File: src/rtl/adder_arbiter.sv
// Round-robin arbiter feeding a shared Adder, with a single-entry tagged result slot.
// Optional ADDER_ARB_CARRY_EN widens the Adder by one bit and exposes the carry as oRspCarry.
module adder_arbiter #(
   parameter  int Width   = 8,
   parameter  int NumReq  = 4,
   localparam int IdWidth = $clog2(NumReq)
) (
   input  logic                      iClk,
   input  logic                      iRst,
   input  logic [NumReq-1:0]         iReqValid,
   output logic [NumReq-1:0]         oReqReady,
   input  logic [NumReq*Width-1:0]   iReqData0,
   input  logic [NumReq*Width-1:0]   iReqData1,
   output logic                      oRspValid,
   input  logic                      iRspReady,
   output logic [IdWidth-1:0]        oRspId,
   output logic [Width-1:0]          oRspSum
`ifdef ADDER_ARB_CARRY_EN
   ,output logic                     oRspCarry
`endif
);

   // Handshakes: a transfer happens on a cycle where valid and ready are both high;
   // requesters hold data until ready, and ready never depends on a ready of the same side.
   localparam logic [0:0] ST_EMPTY = 1'b0;
   localparam logic [0:0] ST_FULL  = 1'b1;

`ifdef ADDER_ARB_CARRY_EN
   localparam int AddW = Width + 1;
`else
   localparam int AddW = Width;
`endif

   logic [0:0]         r_state;
   logic [IdWidth-1:0] r_last_grant;
   logic [IdWidth-1:0] r_rsp_id;
   logic [Width-1:0]   r_rsp_sum;
   logic               r_rsp_carry;

   logic               w_found;
   logic [IdWidth-1:0] w_grant;
   logic               w_accept;
   logic               w_req_fire;
   logic [Width-1:0]   w_op_a;
   logic [Width-1:0]   w_op_b;
   logic [AddW-1:0]    w_add_a;
   logic [AddW-1:0]    w_add_b;
   logic [AddW-1:0]    w_add_sum;

   // Search starts one past the last winner so every requester gets a turn.
   always_comb begin
      w_found = 1'b0;
      w_grant = r_last_grant;
      for (int k = 1; k <= NumReq; k++) begin
         if (!w_found && iReqValid[IdWidth'((int'(r_last_grant) + k) % NumReq)]) begin
            w_found = 1'b1;
            w_grant = IdWidth'((int'(r_last_grant) + k) % NumReq);
         end
      end
   end

   always_comb begin
      w_op_a = '0;
      w_op_b = '0;
      for (int i = 0; i < NumReq; i++) begin
         if (IdWidth'(i) == w_grant) begin
            w_op_a = iReqData0[i*Width +: Width];
            w_op_b = iReqData1[i*Width +: Width];
         end
      end
   end

   assign w_accept   = (r_state == ST_EMPTY) || iRspReady;
   assign w_req_fire = !iRst && w_accept && w_found;

   always_comb begin
      oReqReady = '0;
      if (w_req_fire) oReqReady[w_grant] = 1'b1;
   end

`ifdef ADDER_ARB_CARRY_EN
   assign w_add_a = {1'b0, w_op_a};
   assign w_add_b = {1'b0, w_op_b};
`else
   assign w_add_a = w_op_a;
   assign w_add_b = w_op_b;
`endif

   Adder #(.Width(AddW)) u_adder (
      .iA   (w_add_a),
      .iB   (w_add_b),
      .oSum (w_add_sum)
   );

   always_ff @(posedge iClk) begin
      if (iRst) begin
         r_state      <= ST_EMPTY;
         r_last_grant <= IdWidth'(NumReq - 1);
         r_rsp_id     <= '0;
         r_rsp_sum    <= '0;
         r_rsp_carry  <= 1'b0;
      end else begin
         case (r_state)
            ST_EMPTY: if (w_req_fire) r_state <= ST_FULL;
            ST_FULL:  if (!w_req_fire && iRspReady) r_state <= ST_EMPTY;
            default:  r_state <= ST_EMPTY;
         endcase
         if (w_req_fire) begin
            r_last_grant <= w_grant;
            r_rsp_id     <= w_grant;
            r_rsp_sum    <= w_add_sum[Width-1:0];
`ifdef ADDER_ARB_CARRY_EN
            r_rsp_carry  <= w_add_sum[Width];
`else
            r_rsp_carry  <= 1'b0;
`endif
         end
      end
   end

   // oRspValid is the slot FSM state itself.
   assign oRspValid = (r_state == ST_FULL);
   assign oRspId    = r_rsp_id;
   assign oRspSum   = r_rsp_sum;
`ifdef ADDER_ARB_CARRY_EN
   assign oRspCarry = r_rsp_carry;
`else
   logic w_unused_carry;
   assign w_unused_carry = r_rsp_carry;
`endif

endmodule

// Shared combinational adder; the sum wraps at its own width.
module Adder #(
   parameter int Width = 8
) (
   input  logic [Width-1:0] iA,
   input  logic [Width-1:0] iB,
   output logic [Width-1:0] oSum
);
   assign oSum = iA + iB;
endmodule

File: config.mk
export PLATFORM = sky130hd
export DESIGN_NAME = adder_arbiter
export DESIGN_NICKNAME = d
export VERILOG_FILES = /design/src/rtl/adder_arbiter.sv
export SDC_FILE = /design/constraint.sdc
export NUM_CORES = 1
export LEC_CHECK = 0
export ABC_CLOCK_PERIOD_IN_PS = 5210
export CORE_MARGIN = 10
export CORE_UTILIZATION = 63
export DETAILED_ROUTE_END_ITERATION = 7
export DONT_BUFFER_PORTS = 1
export PLACE_DENSITY = 0.79
export SLEW_MARGIN = 25
export SYNTH_ARGS = -nofsm -noshare
export SYNTH_HDL_FRONTEND = slang
export SYNTH_SLANG_ARGS = --single-unit
export TNS_END_PERCENT = 5
File: constraint.sdc
create_clock -name iClk -period 5.21 [get_ports iClk]
set_input_delay 1.042 -clock iClk [delete_from_list [all_inputs] [get_ports iClk]]
set_output_delay 1.042 -clock iClk [all_outputs]
set_load 0.005 [all_outputs]
-- After elaboration in Yosys (flattened, before gate mapping)
Cells that the tools add are included.
- logic and storage cells: 67
- output and inout bits: 15
- register bits after elaboration: 13
- $lt $le $gt $ge: 6
- multiplexer cells: 34
- bitwise operators: 1
- equality and inequality tests: 3
- add/sub/neg operators: 5
- reductions and logical operators: 14
- operators by type and width (kind ; number):
    8-bit 2-to-1 mux ; 8
    2-bit by 4-bit less-than comparator with 1-bit output (second input constant) ; 4
    1-bit 2-to-1 mux ; 15
    8-bit adder ; 1
    1-bit binary-select mux with 2-bit select ; 4
    2-bit 2-to-1 mux ; 4
    1-bit logical AND ; 7
    1-bit zero test ; 5
    2-bit by 1-bit adder with 2-bit output (second input constant) ; 2
    2-bit adder (second input constant) ; 2
    2-bit equality test (first input constant) ; 2
    4-bit 2-to-1 mux ; 1
    2-bit by 3-bit less-than comparator with 1-bit output (second input constant) ; 1
    1-bit demux with 2-bit select ; 1
    1-bit by 2-bit equality test with 1-bit output (first input constant) ; 1
    2-bit by 1-bit greater-or-equal comparator with 1-bit output (second input constant) ; 1
    2-bit zero test ; 1
    1-bit case mux with 2 select lines ; 1
    1-bit logical OR ; 1
    1-bit inverter ; 1

-- Longest topological paths before layout
- word-level depth: 20
- depth in mapped cells: 16
- mapped depth without buffers: 14

-- By module
A second synthesis with hierarchy kept.
- cell total of the unflattened synthesis: 183
- area total of the unflattened synthesis: 1423.9 um^2
- modules (own cells, without submodules) (module ; seq. area each (um^2) ; cells an instance ; area an instance (um^2) ; times used):
    adder_arbiter ; 260.2 ; 141 ; 1092.3 ; 1
    Adder ; 0.0 ; 42 ; 331.6 ; 1

-- Worst setup path before layout
No wires, ideal clock.
- path type: input -> register
- start point: input iReqValid[3]
- end point: register r_rsp_sum[7] (netlist: oRspSum[7])
- data arrival time: 3954 ps
- slack: 1129 ps
- path buffers: 3
- required time: 5083 ps
- stages: 15
- path through: o21a_1 o21ai_0 clkbuf_1 buf_2 buf_1 a211oi_1 a21oi_1 ha_1 a21o_1 a21oi_1 nor2b_1 o21a_1 o41a_1 xnor2_1 o21ai_1
- longest elaborated chain between the ends: 19
- elaborated cells between the ends (all ways): 40
- RTL lines (item ; line ; RTL):
    start, declared ; 10 ; input logic [NumReq-1:0] iReqValid,
    1-bit binary-select mux with 2-bit select ; 55 ; if (!w_found && iReqValid[IdWidth'((int'(r_last_grant) + k) % NumReq)]) begin
    1-bit 2-to-1 mux (implied by the code) (2 in a row) ; 55 ;
    1-bit 2-to-1 mux ; 55 ;
    1-bit zero test ; 55 ;
    1-bit logical AND ; 55 ;
    1-bit 2-to-1 mux ; 55 ;
    1-bit zero test ; 55 ;
    1-bit logical AND ; 55 ;
    1-bit 2-to-1 mux ; 55 ;
    1-bit zero test ; 55 ;
    1-bit logical AND ; 55 ;
    2-bit 2-to-1 mux ; 55 ;
    2-bit zero test ; 66 ; if (IdWidth'(i) == w_grant) begin
    8-bit 2-to-1 mux (4 in a row) ; 66 ;
    8-bit adder ; 142 ; assign oSum = iA + iB;
    end signal, assigned ; 111 ; r_rsp_sum <= w_add_sum[Width-1:0];
    end, declared ; 37 ; logic [Width-1:0] r_rsp_sum;
Parallel ways exist; a longest one is shown, timed or not. The select of a mux whose other input is x is not followed.
A chain may end at the register's enable or synchronous reset.

-- Worst setup path in the final report
Ends and elaborated chain as after synthesis.

==> flow_results.xml <==
<?xml version="1.0" encoding="UTF-8"?>
<metrics>
  <group name="status">
    <metric name="outcome" unit="">finished, final reports clean</metric>
  </group>
  <group name="global_routing">
    <metric name="global_route_wire_length_before_repair" unit="mm">5.395</metric>
    <metric name="grt_max_degree" unit="">28</metric>
    <metric name="grt_remaining_overflow" unit="">0</metric>
    <metric name="first_global_vias" unit="">1167</metric>
    <metric name="number_of_antenna_violations_at_the_first_check_in_global_routing" unit="">0</metric>
    <metric name="global_route.usage.total" unit="%">15.22</metric>
  </group>
  <group name="power_and_ir_drop">
    <metric name="power_frac_seq" unit="%">28.1</metric>
    <metric name="total_leakage_power" unit="nW">0.5250</metric>
    <metric name="comb_power_share" unit="%">60.6</metric>
    <metric name="ir_worst_vdd" unit="mV">0.2284</metric>
    <metric name="report.power.total" unit="mW">0.5433</metric>
    <metric name="net-switching-power" unit="mW">0.2299</metric>
    <metric name="netSwitchingFraction" unit="%">42.32</metric>
    <metric name="cell_internal_power_dissipation" unit="mW">0.3133</metric>
    <metric name="power.clock.fraction" unit="%">11.3</metric>
    <metric name="power_density" unit="nW/um2">404.3</metric>
  </group>
  <group name="timing">
    <metric name="setup_viol" unit="">0</metric>
    <metric name="timing.setup.tns" unit="ns">0</metric>
    <metric name="skew" unit="ns">0.006460</metric>
    <metric name="actual_slew_at_the_worst_max_slew_pin" unit="ns">0.9119</metric>
    <metric name="worst_slew_margin_rel" unit="%">39.21</metric>
    <metric name="max_freq" unit="GHz">0.2674</metric>
    <metric name="fin_crit" unit="ns">3.740</metric>
    <metric name="final_max_slew_viol_count" unit="">0</metric>
    <metric name="finalCritPeriodShare" unit="%">71.78</metric>
    <metric name="final_count_of_hold_timing_violations" unit="">0</metric>
    <metric name="rsz0062_at_grt" unit="">false</metric>
  </group>
  <group name="clocking">
    <metric name="cts_max_path_buffers" unit="">2</metric>
    <metric name="cts_htree_levels" unit="">1</metric>
    <metric name="cts_hold_buf" unit="">0</metric>
    <metric name="cts_root_buf" unit="">clkbuf_4</metric>
    <metric name="total_cts_buffers" unit="">3</metric>
    <metric name="cts_tree" unit="">yes</metric>
    <metric name="numClockSinks" unit="">13</metric>
    <metric name="clock_latency" unit="ns">0.27</metric>
    <metric name="cts_repair_resize_count" unit="">0</metric>
    <metric name="clk_pin_slew_worst_paths" unit="ns">0.08</metric>
    <metric name="cts.repair_timing.setup_buffer_count" unit="">0</metric>
  </group>
  <group name="worst_setup_path">
    <metric name="rr_worst_depth" unit="">13</metric>
    <metric name="worstPathRequired" unit="ns">5.36</metric>
    <metric name="worstSetupEndpoint" unit="">oRspSum[7]$_SDFFE_PP0P_</metric>
    <metric name="critPathTopFamily" unit="">compound AO/OA/AOI/OAI gates</metric>
    <metric name="slowest_stage_cell_cp" unit="">a221oi_4</metric>
    <metric name="timing.critical_path.from" unit="">iReqValid[3]</metric>
    <metric name="timing.critical_path.cells" unit="">nand2b_1 -&gt; o21ai_2 -&gt; a221oi_4 -&gt; a211oi_1 -&gt; a21oi_1 -&gt; ha_1 -&gt; a21o_1 -&gt; a21oi_1 -&gt; nor2b_1 -&gt; o21a_1 -&gt; o41a_1 -&gt; xnor2_1 -&gt; o21ai_1</metric>
    <metric name="cp_max_fo" unit="">24</metric>
    <metric name="cp.depth" unit="">13</metric>
    <metric name="rr_endpoint" unit="">oRspSum[7]$_SDFFE_PP0P_</metric>
    <metric name="criticalPathCategory" unit="">input port to flop</metric>
    <metric name="start_kind" unit="">input port</metric>
    <metric name="worst_reg2reg_path_startpoint" unit="">r_last_grant[0]$_SDFFE_PP1P_</metric>
    <metric name="critPathArrivalTime" unit="ns">3.89</metric>
    <metric name="critical_path.n_buffers_inverters" unit="">0</metric>
    <metric name="worst_setup_path_end_kind" unit="">flop</metric>
    <metric name="crit_top_cell" unit="">a21oi_1</metric>
    <metric name="r2r_setup_slack" unit="ns">1.73</metric>
    <metric name="critPathMaxStageDelay" unit="ns">0.78</metric>
  </group>
  <group name="synthesis">
    <metric name="async_reset_ff_share" unit="%">0</metric>
    <metric name="post_synth_main_area_contributors" unit="">dfxtp_1, mux2i_1, a211oi_1, a21oi_1, nor2b_1</metric>
    <metric name="synthesis.area_per_instance" unit="um2">8.125</metric>
    <metric name="syn_inst" unit="">160</metric>
    <metric name="post_synth_design_cell_area" unit="um2">1300</metric>
    <metric name="synthesis.yosys.warnings" unit="">0</metric>
    <metric name="netlist.area_leader.share" unit="%">20.02</metric>
    <metric name="total_nets_after_synthesis" unit="">239</metric>
    <metric name="proportion_of_synthesized_chip_area_in_sequential_cells" unit="%">20.02</metric>
    <metric name="synth_seq_cells" unit="">13</metric>
    <metric name="synth_area_leader_cell" unit="">dfxtp_1</metric>
    <metric name="synth_enable_flop_cells" unit="">0</metric>
    <metric name="ys.flop_type" unit="">dfxtp_1</metric>
    <metric name="yosys.cell_types.count" unit="">34</metric>
  </group>
  <group name="drt">
    <metric name="drtPass1Iterations" unit="">4</metric>
    <metric name="vias" unit="">1112</metric>
    <metric name="antenna_left" unit="">0</metric>
    <metric name="drt_first_iter_violations" unit="">55</metric>
    <metric name="post_drt_wl_per_cell" unit="um">18.77</metric>
    <metric name="routed_via_density" unit="">6.110</metric>
    <metric name="drc" unit="">0</metric>
    <metric name="postRouteWirelength" unit="mm">3.416</metric>
  </group>
  <group name="min_path">
    <metric name="worst_hold_path_type" unit="">flop to flop</metric>
    <metric name="min_path_cells" unit="">2</metric>
  </group>
  <group name="final_layout">
    <metric name="antenna_cells" unit="">0</metric>
    <metric name="nets" unit="">235</metric>
    <metric name="post-route-util" unit="%">68.49</metric>
    <metric name="layout-area-overhead-vs-synth" unit="%">3.369</metric>
    <metric name="stdcell_area" unit="um2">1344</metric>
    <metric name="drive_above_1_share" unit="%">7.097</metric>
    <metric name="post_route_non_filler_standard_cell_count" unit="">182</metric>
    <metric name="n_fill_cell" unit="">170</metric>
  </group>
  <group name="floorplanning">
    <metric name="effective_utilization_at_floorplan" unit="%">66.26</metric>
    <metric name="num_io_pins" unit="">86</metric>
    <metric name="total_die_area" unit="um2">4280</metric>
    <metric name="chipHeight" unit="um">65.43</metric>
    <metric name="num_rows" unit="">16</metric>
    <metric name="core_area" unit="um2">1962</metric>
    <metric name="die-width" unit="um">65.43</metric>
  </group>
  <group name="placement">
    <metric name="dp_cells" unit="">178</metric>
    <metric name="port-buffer-count" unit="">0</metric>
    <metric name="replace_congestion" unit="">0.7419</metric>
    <metric name="dp_hpwl" unit="mm">2.869</metric>
    <metric name="postPlaceCellArea" unit="um2">1318</metric>
  </group>
  <group name="run">
    <metric name="maxCapViolations" unit="">0</metric>
  </group>
</metrics>
synthesized netlist by cell type, types with 2 or more instances:
master    count
inv_1         2
mux2i_1      14
xor2_1        3
dfxtp_1      13
buf_2         2
nor3_1        2
nor2_1        7
ha_1          7
a21oi_1      22
nor2b_1      17
nand2_1      10
a211oi_1     16
o21ai_0       4
nand2b_1      5
xnor2_1       4
nand3b_1      5
clkbuf_1      7
mux4_2        2
a21o_1        2
o21a_1        2
stage by stage:
| step | hold slack, ns | worst slack [ns] |
|---|---|---|
| after detailed placement | 0.4776 | 1.220 |
| after global placement | 0.4648 | 1.270 |
| after global routing | 0.5211 | 1.242 |
| after CTS | 0.4882 | 1.512 |
| after floorplan | 0.4482 | 1.129 |
| final | 0.4792 | 1.470 |
worst min-delay path by stage:
stage | startpoint | end | slack (ns)
2_1_floorplan | oRspSum[3]$_SDFFE_PP0P_ | oRspSum[3]$_SDFFE_PP0P_ | 0.45
3_3_place_gp | oRspId[1]$_SDFFE_PP0P_ | oRspId[1]$_SDFFE_PP0P_ | 0.46
3_5_place_dp | oRspId[1]$_SDFFE_PP0P_ | oRspId[1]$_SDFFE_PP0P_ | 0.48
4_1_cts | oRspId[1]$_SDFFE_PP0P_ | oRspId[1]$_SDFFE_PP0P_ | 0.49
5_1_grt | oRspId[1]$_SDFFE_PP0P_ | oRspId[1]$_SDFFE_PP0P_ | 0.52
6_report | oRspId[1]$_SDFFE_PP0P_ | oRspId[1]$_SDFFE_PP0P_ | 0.48
sequential cells by signal (all words and copies together) (netlist names):
| name | cells |
|---|---|
| oRspSum | 8 |
| oRspId | 2 |
| r_last_grant | 2 |
| oRspValid | 1 |
final cells by class:
| cell class | count | area, um2 | area share [%] |
|---|---|---|---|
| multi-input combinational | 134 | 1001 | 74.49 |
| tap | 27 | 33.78 | 2.514 |
| sequential | 13 | 260.3 | 19.37 |
| timing repair buffer | 2 | 15.01 | 1.117 |
| inverter | 2 | 7.507 | 0.5587 |
| clock buffer | 4 | 26.28 | 1.955 |
placed cells by master (no fill, tap or decap), drive strengths merged, types with 3 or more instances in the layout:
master   n
a21oi   22
nor2b   17
a211oi  16
mux2i   14
dfxtp   13
nand2   10
nor2     7
ha       7
o21ai    6
nand2b   5
nand3b   5
xnor2    4
clkbuf   4
xor2     3
worst min-delay path: cells and delay by family (launching register included):
| kind | cells | cell delay, ns |
|---|---|---|
| simple gates | 1 | 0.06 |
| flops | 1 | 0.33 |
| compound gates | 1 | 0.05 |
power by group through the flow:
stage          logic (mW)  registers [mW]  clock network [mW]
2_1_floorplan       0.285           0.146                   0
3_3_place_gp        0.320           0.155                   0
3_5_place_dp        0.328           0.156                   0
4_1_cts             0.330           0.154              0.0624
5_1_grt             0.372           0.157              0.0654
6_report            0.329           0.153              0.0614
cells by family (layout without fill, tap and decap cells):
group | after synthesis | count (layout) | share of synthesized area (%)
adder cells (fa/ha/maj) | 8 | 8 | 8.277
multiplexers | 16 | 16 | 14.24
flip-flops | 13 | 13 | 20.02
buffers and inverters | 13 | 8 | 4.235
XOR/XNOR | 7 | 7 | 4.716
AO/OA/AOI/OAI | 53 | 53 | 27.33
AND/OR/NAND/NOR | 50 | 50 | 21.18
metal layers:
layer  part of all wire, %  vias up  track usage [%]
met3                    12        2            7.119
li1                      -      577                -
met2                    45       61            24.27
met5                     0        -                0
met1                    42      472            17.31
met4                  0.73        0            5.615
Note: power is estimated with default switching activity, not from simulation.
